==> config.mk <==
export PLATFORM = sky130hd
export DESIGN_NAME = btn_debouncer
export DESIGN_NICKNAME = d
export VERILOG_FILES = /design/src/rtl/btn_debouncer_pkg.sv /design/src/rtl/btn_debounce_channel.sv /design/src/rtl/btn_debouncer.sv
export SDC_FILE = /design/constraint.sdc
export NUM_CORES = 1
export LEC_CHECK = 0
export ABC_AREA = 1
export CORE_MARGIN = 1.5
export CORE_UTILIZATION = 51
export DETAILED_ROUTE_END_ITERATION = 8
export PLACE_DENSITY = 0.8
export SLEW_MARGIN = 0
export SYNTH_ARGS = -nofsm -noshare
export SYNTH_HDL_FRONTEND = slang
export SYNTH_SLANG_ARGS = --single-unit
==> constraint.sdc <==
create_clock -name clk -period 3.57 [get_ports clk]
set_input_delay 0.714 -clock clk [delete_from_list [all_inputs] [get_ports clk]]
set_output_delay 0.714 -clock clk [all_outputs]
set_load 0.1 [all_outputs]
==> src/rtl/btn_debouncer_pkg.sv <==
`default_nettype none
// ============================================================================
// Module      : btn_debouncer_pkg
// Description : Shared constants, types and helpers for the button debouncer.
//               DEBOUNCE_CYCLES_DEFAULT : 20 ms stability window at 50 MHz.
//               cnt_width()             : stability counter width for a window.
//               btn_vec_t               : board-level 4-button vector.
// Revision    : 1.0 - initial release
// ============================================================================
package btn_debouncer_pkg;

   localparam int DEBOUNCE_CYCLES_DEFAULT = 1000000;

   typedef logic [3:0] btn_vec_t;

   // Counter must hold 0 .. cycles-1.
   function automatic int cnt_width(input int cycles);
      return $clog2(cycles);
   endfunction

endpackage
`default_nettype wire

==> src/rtl/btn_debounce_channel.sv <==
`default_nettype none
// ============================================================================
// Module      : btn_debounce_channel
// Description : One button channel: two-flop synchroniser, stability counter,
//               debounced level and registered press/release pulses.
// Ports       : clk, rst        - clock, asynchronous active-high reset
//               raw_i           - asynchronous raw button level
//               db_o            - debounced level
//               press_o         - one-cycle pulse on debounced 0->1
//               release_o       - one-cycle pulse on debounced 1->0
//               press_d_o       - next-state of press_o (for sticky flags)
// Revision    : 1.0 - initial release
// ============================================================================
module btn_debounce_channel
   import btn_debouncer_pkg::*;
#(
   parameter int DEBOUNCE_CYCLES = DEBOUNCE_CYCLES_DEFAULT
) (
   input  logic clk,
   input  logic rst,
   input  logic raw_i,
   output logic db_o,
   output logic press_o,
   output logic release_o,
   output logic press_d_o
);

   localparam int            CW      = cnt_width(DEBOUNCE_CYCLES);
   localparam logic [CW-1:0] CNT_MAX = CW'(DEBOUNCE_CYCLES - 1);

   logic          s1_q, s2_q;
   logic          db_q, db_d;
   logic          press_q, press_d;
   logic          rel_q, rel_d;
   logic [CW-1:0] cnt_q, cnt_d;

   // Any cycle where the synchronised level matches the accepted level
   // discards the partial count; the commit happens on the edge after the
   // counter has sat at its maximum, so the counter never wraps.
   always_comb begin
      cnt_d   = cnt_q;
      db_d    = db_q;
      press_d = 1'b0;
      rel_d   = 1'b0;
      if (s2_q == db_q) begin
         cnt_d = '0;
      end else if (cnt_q != CNT_MAX) begin
         cnt_d = cnt_q + CW'(1);
      end else begin
         cnt_d   = '0;
         db_d    = s2_q;
         press_d = s2_q;
         rel_d   = ~s2_q;
      end
   end

   always_ff @(posedge clk or posedge rst) begin
      if (rst) begin
         s1_q    <= 1'b0;
         s2_q    <= 1'b0;
         cnt_q   <= '0;
         db_q    <= 1'b0;
         press_q <= 1'b0;
         rel_q   <= 1'b0;
      end else begin
         s1_q    <= raw_i;
         s2_q    <= s1_q;
         cnt_q   <= cnt_d;
         db_q    <= db_d;
         press_q <= press_d;
         rel_q   <= rel_d;
      end
   end

   assign db_o      = db_q;
   assign press_o   = press_q;
   assign release_o = rel_q;
   assign press_d_o = press_d;

endmodule
`default_nettype wire

==> src/rtl/btn_debouncer.sv <==
`default_nettype none
// ============================================================================
// Module      : btn_debouncer
// Description : N_BTN-channel button conditioner: synchronise, debounce and
//               edge-detect each raw button. Optional sticky press flags with
//               write-1-to-clear and an aggregate interrupt, enabled by
//               defining BTN_DEBOUNCE_STICKY_EN. Without it btn_evt/btn_irq
//               are tied low and evt_clr is ignored.
// Ports       : clk, rst     - clock, asynchronous active-high reset
//               btn_raw      - raw button levels (1 = pressed)
//               btn_db       - debounced levels
//               btn_press    - one-cycle debounced 0->1 pulses
//               btn_release  - one-cycle debounced 1->0 pulses
//               btn_evt      - sticky press flags
//               evt_clr      - write-1-to-clear for btn_evt
//               btn_irq      - OR of btn_evt
// Revision    : 1.0 - initial release
// ============================================================================
module btn_debouncer
   import btn_debouncer_pkg::*;
#(
   parameter int N_BTN           = 4,
   parameter int DEBOUNCE_CYCLES = DEBOUNCE_CYCLES_DEFAULT
) (
   input  logic             clk,
   input  logic             rst,
   input  logic [N_BTN-1:0] btn_raw,
   output logic [N_BTN-1:0] btn_db,
   output logic [N_BTN-1:0] btn_press,
   output logic [N_BTN-1:0] btn_release,
   output logic [N_BTN-1:0] btn_evt,
   input  logic [N_BTN-1:0] evt_clr,
   output logic             btn_irq
);

   logic [N_BTN-1:0] press_d;

   for (genvar i = 0; i < N_BTN; i++) begin : g_ch
      btn_debounce_channel #(
         .DEBOUNCE_CYCLES (DEBOUNCE_CYCLES)
      ) u_ch (
         .clk       (clk),
         .rst       (rst),
         .raw_i     (btn_raw[i]),
         .db_o      (btn_db[i]),
         .press_o   (btn_press[i]),
         .release_o (btn_release[i]),
         .press_d_o (press_d[i])
      );
   end

`ifdef BTN_DEBOUNCE_STICKY_EN
   logic [N_BTN-1:0] evt_q, evt_d;
   logic             irq_q;

   // Set is OR-ed in after the clear, so a press on the same edge wins.
   always_comb begin
      evt_d = (evt_q & ~evt_clr) | press_d;
   end

   // IRQ is registered from the next-state flags so it moves with btn_evt.
   always_ff @(posedge clk or posedge rst) begin
      if (rst) begin
         evt_q <= '0;
         irq_q <= 1'b0;
      end else begin
         evt_q <= evt_d;
         irq_q <= |evt_d;
      end
   end

   assign btn_evt = evt_q;
   assign btn_irq = irq_q;
`else
   logic unused_sticky;
   assign unused_sticky = ^{evt_clr, press_d};
   assign btn_evt       = '0;
   assign btn_irq       = 1'b0;
`endif

endmodule
`default_nettype wire

==> flow_summary.json, run 1 <==
{
  "status": "complete, no violations",
  "grt_pass1_vias": 4182,
  "most-common-layout-cells": "174 x nor2_1, 104 x nand2_1, 100 x dfrtp_1",
  "crit_chain": "clkdlybuf4s50_1",
  "multi_input_area_mm2": 0.00247,
  "core_mm2": 0.0102,
  "first_pass_iters": 4,
  "crit_fanout": 4,
  "worstMarginPinSlew_ns": 0.986,
  "hold_viol": 0,
  "rr_startpoint": "g_ch[2].u_ch.db_o",
  "min-delay-path-class": "reg2reg",
  "yosysWarnings": 0,
  "cpMaxStageDelayCell": "clkdlybuf4s50_1",
  "drive_gt1_share_pct": 8.24,
  "io_pins": 27,
  "fill_cells": 918,
  "critPathKind": "reg2out",
  "fin_crit_ns": 2.63,
  "required_ns": 2.86,
  "max_freq_ghz": 0.380,
  "final_common_cell": "nor2_1",
  "cts_root_buf": "clkbuf_8",
  "vias": 4239,
  "finalMaxSlewViolations": 0,
  "clkSinkCount": 100,
  "cp.arrival_ns": 1.92,
  "setup_slack_ns": 0.940,
  "place_hpwl_um": 7540,
  "holdBufCountCts": 0,
  "path_clk_slew_ns": 0.08,
  "viasPerCell": 5.19,
  "postCtsSetupRepairBufs": 0,
  "netlist-cell-type-count": 30,
  "yosys-top-cells-area": "dfrtp_1 47%, nor2_1 12%, nand2_1 7.3%",
  "setup_tns_ns": 0,
  "wire_per_inst_um": 12.6,
  "remaining_drc_errors": 0,
  "initial_core_util_pct": 51.9,
  "dieArea_mm2": 0.0110,
  "seq_area_frac_synth_pct": 47.1,
  "slew-limit-headroom_pct": 34.1,
  "irDropWorstVdd_uv": 249,
  "num_antenna_cells": 0,
  "grt_max_degree": 57,
  "ant_nets": 0,
  "cp_top_family": "buffers and inverters",
  "fin_skew_ns": 0.0122,
  "h-tree-depth": 3,
  "cts_inserted_buffers": 9,
  "tritoncts": "done",
  "fin_cells": 816,
  "antenna_found_initial": 0,
  "die_x_um": 105,
  "path_buf_inv": 1,
  "die_h_um": 105,
  "synth-seq-cells": 100,
  "gp_congestion": 0.895,
  "avgSynthCellArea_um2": 8.01,
  "min_from": "g_ch[2].u_ch.s1_q",
  "synthCells": 663,
  "preCtsSetupSlack_ns": 1.31,
  "dp.cells": 801,
  "setup_violations": 0,
  "rows": 37,
  "area_delta_synth_final_pct": 8.24,
  "clock_latency_ns": 0.36,
  "power_leakage_nw": 2.38,
  "grt_pass1_wl_um": 18200,
  "clk_path_buf_depth": 2,
  "grt_overflow": 0,
  "drv_cap": 0,
  "cp-start-kind": "flop",
  "drtIter0Drc": 148,
  "synth_top_area_share_pct": 47.1,
  "power_mw": 1.99,
  "nets": 690,
  "p_per_area_mw_per_mm2": 346,
  "timing.final.crit_share_pct": 73.7,
  "max_stage_delay_ns": 1.16,
  "portBuffers": 17,
  "track_usage_pct": 20.1,
  "cp-end-kind": "output pin",
  "post_cts_resized": 0,
  "regArea_mm2": 0.00250,
  "crit_path_start": "g_ch[2].u_ch.db_o",
  "synth_top_area_cell": "dfrtp_1",
  "whs_ns": 0.354,
  "reg2reg_slack_ns": 1.69,
  "drt-total-wl_um": 10300,
  "synth_area_mm2": 0.00531,
  "rsz0062_at_grt": "no"
}
-- through the flow --
step	area (um2)	utilization [%]
2_1_floorplan	5330	-
6_report	5750	56.2
4_1_cts	5750	56.2
3_5_place_dp	5550	54.3
3_3_place_gp	5550	54.3
5_1_grt	5750	56.2
-- where the power goes --
part	internal [mW]	switching (mW)
sequential	1.15	0.0126
clock	0.342	0.388
combinational	0.0233	0.0780
total	1.51	0.478
-- final timing paths --
| kind | to | depth (start not counted) |
|---|---|---|
| min in group asynchronous | g_ch[3].u_ch.cnt_q[11] | 2 |
| worst min register to register | g_ch[2].u_ch.s2_q | 0 |
| max in group asynchronous | g_ch[1].u_ch.cnt_q[10] | 3 |
| worst min-delay path | g_ch[2].u_ch.s2_q | 0 |
| worst max-delay path | btn_db[2] | 1 |
| worst max register to register | g_ch[2].u_ch.cnt_q[0] | 6 |
-- Yosys cell counts, drive strengths merged --
cell,number
nand2,113
and2,2
or2,1
o21ai,4
xor2,26
nand3,74
nand3b,2
nor3b,3
a21oi,13
nor3,17
nand4,11
xnor2,18
nor2,192
conb,1
clkbuf,3
a31oi,1
inv,57
o21bai,4
buf,17
ha,4
dfrtp,100
-- registers in the layout, indices dropped and copies added, names as in the netlist --
| signal | cells |
|---|---|
| g_ch.u_ch.press_o | 4 |
| g_ch.u_ch.db_o | 4 |
| g_ch.u_ch.s2_q | 4 |
| g_ch.u_ch.s1_q | 4 |
| g_ch.u_ch.release_o | 4 |
| g_ch.u_ch.cnt_q | 80 |
-- metal layers --
layer  track usage, %  vias to the layer above  part of all wire [%]
li1                 -                     2101                     -
met4             6.95                        0                   1.3
met5                0                        -                     0
met2             34.6                       74                    50
met3             3.62                       17                   3.6
met1             25.4                     2047                    45
-- final cells by class --
| cell class | instances | share of cell area [%] |
|---|---|---|
| multi-input cells | 490 | 43.0 |
| clock buffers | 10 | 2.39 |
| clock inverters | 5 | 1.07 |
| repair buffers | 18 | 3.31 |
| well taps | 136 | 2.96 |
| flip-flops and latches | 100 | 43.5 |
| inverters | 57 | 3.76 |
-- kinds of logic after synthesis --
group	Yosys count	synth area share, %
flip-flops	100	47.1
buffers and inverters	77	6.64
other	1	0.0706
adder cells (fa/ha/maj)	4	0.942
XOR/XNOR	44	7.25
AND/OR/NAND/NOR	415	35.7
AO/OA/AOI/OAI	22	2.28
Note: power is estimated with default switching activity, not from simulation.
==> inputs of run 2 (changes only) <==
--- a/config.mk
+++ b/config.mk
@@ -9,7 +9,7 @@
 export CORE_MARGIN = 1.5
 export CORE_UTILIZATION = 51
 export DETAILED_ROUTE_END_ITERATION = 8
-export PLACE_DENSITY = 0.8
+export PLACE_DENSITY = 0.83
 export SLEW_MARGIN = 0
 export SYNTH_ARGS = -nofsm -noshare
 export SYNTH_HDL_FRONTEND = slang
==> constraint.sdc (replaced) <==
create_clock -name clk -period 2.3 [get_ports clk]
set_input_delay 0.46 -clock clk [delete_from_list [all_inputs] [get_ports clk]]
set_output_delay 0.46 -clock clk [all_outputs]
set_load 0.1 [all_outputs]
==> run 2 against run 1 <==
Effect of this change:
- register-to-register slack worse by 1.0 ns
- non-clock buffer count increased by 4
- global-route usage down 0.44 points
- die area is the same
- count of clock-buffer cells in the layout is 2 higher
- sequential power is 55% higher
- clock skew up 0.0033 ns
- clock power is 67% higher
- critical path depth increased by 5
- utilization up 0.32 points
- critical path type is now reg2reg
- largest cell class unchanged
==> flow_summary.json, run 2 (synthesized netlist as in run 1, its figures left out) <==
{
  "crit_fanout": 9,
  "finalMaxSlewViolations": 0,
  "die_h_um": 105,
  "setup_violations": 0,
  "power_mw": 3.18,
  "final_common_cell": "nor2_1",
  "ant_nets": 0,
  "whs_ns": 0.350,
  "p_per_area_mw_per_mm2": 550,
  "rsz0062_at_grt": "no",
  "cp-end-kind": "flop",
  "setup_slack_ns": 0.683,
  "power_leakage_nw": 2.44,
  "postCtsSetupRepairBufs": 0,
  "holdBufCountCts": 0,
  "post_cts_resized": 0,
  "drtIter0Drc": 169,
  "cts_root_buf": "clkbuf_8",
  "grt_max_degree": 53,
  "regMostFlops": "g_ch.u_ch.cnt_q",
  "crit_chain": "ha_1 > nand3_1 > nor2_2 > nand3_2 > nand2_2 > nor2_1",
  "path_clk_slew_ns": 0.09,
  "track_usage_pct": 19.7,
  "most-common-layout-cells": "174 x nor2_1, 104 x nand2_1, 100 x dfrtp_1",
  "first_pass_iters": 5,
  "timing.final.crit_share_pct": 70.3,
  "fill_cells": 896,
  "cp-start-kind": "flop",
  "fin_cells": 821,
  "critPathKind": "reg2reg",
  "largest_reg_flops": 80,
  "io_pins": 27,
  "h-tree-depth": 3,
  "required_ns": 2.55,
  "place_hpwl_um": 7470,
  "dpl_cell_area_mm2": 0.00557,
  "core_mm2": 0.0102,
  "initial_core_util_pct": 51.9,
  "setup_tns_ns": 0,
  "grt_pass1_wl_um": 17600,
  "regArea_mm2": 0.00250,
  "post-route-cell-area_mm2": 0.00578,
  "tritoncts": "done",
  "clk_path_buf_depth": 2,
  "clock_latency_ns": 0.37,
  "nets": 694,
  "grt_pass1_vias": 4079,
  "fin_crit_ns": 1.62,
  "multi_input_area_mm2": 0.00247,
  "grt_overflow": 0,
  "wire_per_inst_um": 12.5,
  "dp.cells": 805,
  "drt-total-wl_um": 10200,
  "preCtsSetupSlack_ns": 0.693,
  "vias": 4254,
  "hold_viol": 0,
  "viasPerCell": 5.18,
  "cts_inserted_buffers": 9,
  "fin_skew_ns": 0.0154,
  "remaining_drc_errors": 0,
  "fin_util_pct": 56.5,
  "max_stage_delay_ns": 0.38,
  "drv_cap": 0,
  "area_delta_synth_final_pct": 8.85,
  "antenna_found_initial": 0,
  "max_freq_ghz": 0.618,
  "cp.arrival_ns": 1.87,
  "portBuffers": 17,
  "reg2reg_slack_ns": 0.68,
  "clkSinkCount": 100,
  "irDropWorstVdd_uv": 458,
  "die_x_um": 105,
  "dieArea_mm2": 0.0110,
  "rows": 37,
  "min-delay-path-class": "reg2reg",
  "status": "complete, no violations",
  "gp_congestion": 0.963,
  "cpMaxStageDelayCell": "dfrtp_1",
  "drive_gt1_share_pct": 10.4,
  "num_antenna_cells": 0
}
[run 2: metal layers]
layer / up-vias / GRT usage [%] / routed length, um
met3: 20 / 5.30 / 396
met2: 85 / 33.3 / 5010
li1: 2114 / - / -
met1: 2035 / 24.0 / 4640
met4: 0 / 7.44 / 167
met5: - / 0 / 0
[run 2: final timing paths]
path | from | end | cells after the start
min | g_ch[3].u_ch.s1_q | g_ch[3].u_ch.s2_q | 0
max in group asynchronous | rst | g_ch[0].u_ch.cnt_q[4] | 3
max | g_ch[1].u_ch.cnt_q[0] | g_ch[1].u_ch.cnt_q[15] | 6
min reg2reg | g_ch[3].u_ch.s1_q | g_ch[3].u_ch.s2_q | 0
max reg2reg | g_ch[1].u_ch.cnt_q[0] | g_ch[1].u_ch.cnt_q[15] | 6
min in group asynchronous | rst | g_ch[3].u_ch.s2_q | 2
[run 2: worst max-delay path: cells and delay by family (launching register included)]
kind | cells | cell delay (ns)
fa+ha+maj | 1 | 0.20
flops | 1 | 0.38
simple gates | 5 | 0.92
[run 2: power breakdown]
group	internal, mW	switching (mW)	total, mW
registers	1.78	0.0192	1.80
logic	0.0434	0.123	0.166
clock network	0.642	0.575	1.22
[run 2: area by class of cell]
type | instances | area share, %
Clock buffer | 12 | 2.51
Clock inverter | 4 | 1.25
Inverter | 57 | 3.76
Multi-Input combinational cell | 490 | 42.8
Sequential cell | 100 | 43.3
Tap cell | 136 | 2.94
Timing Repair Buffer | 22 | 3.50
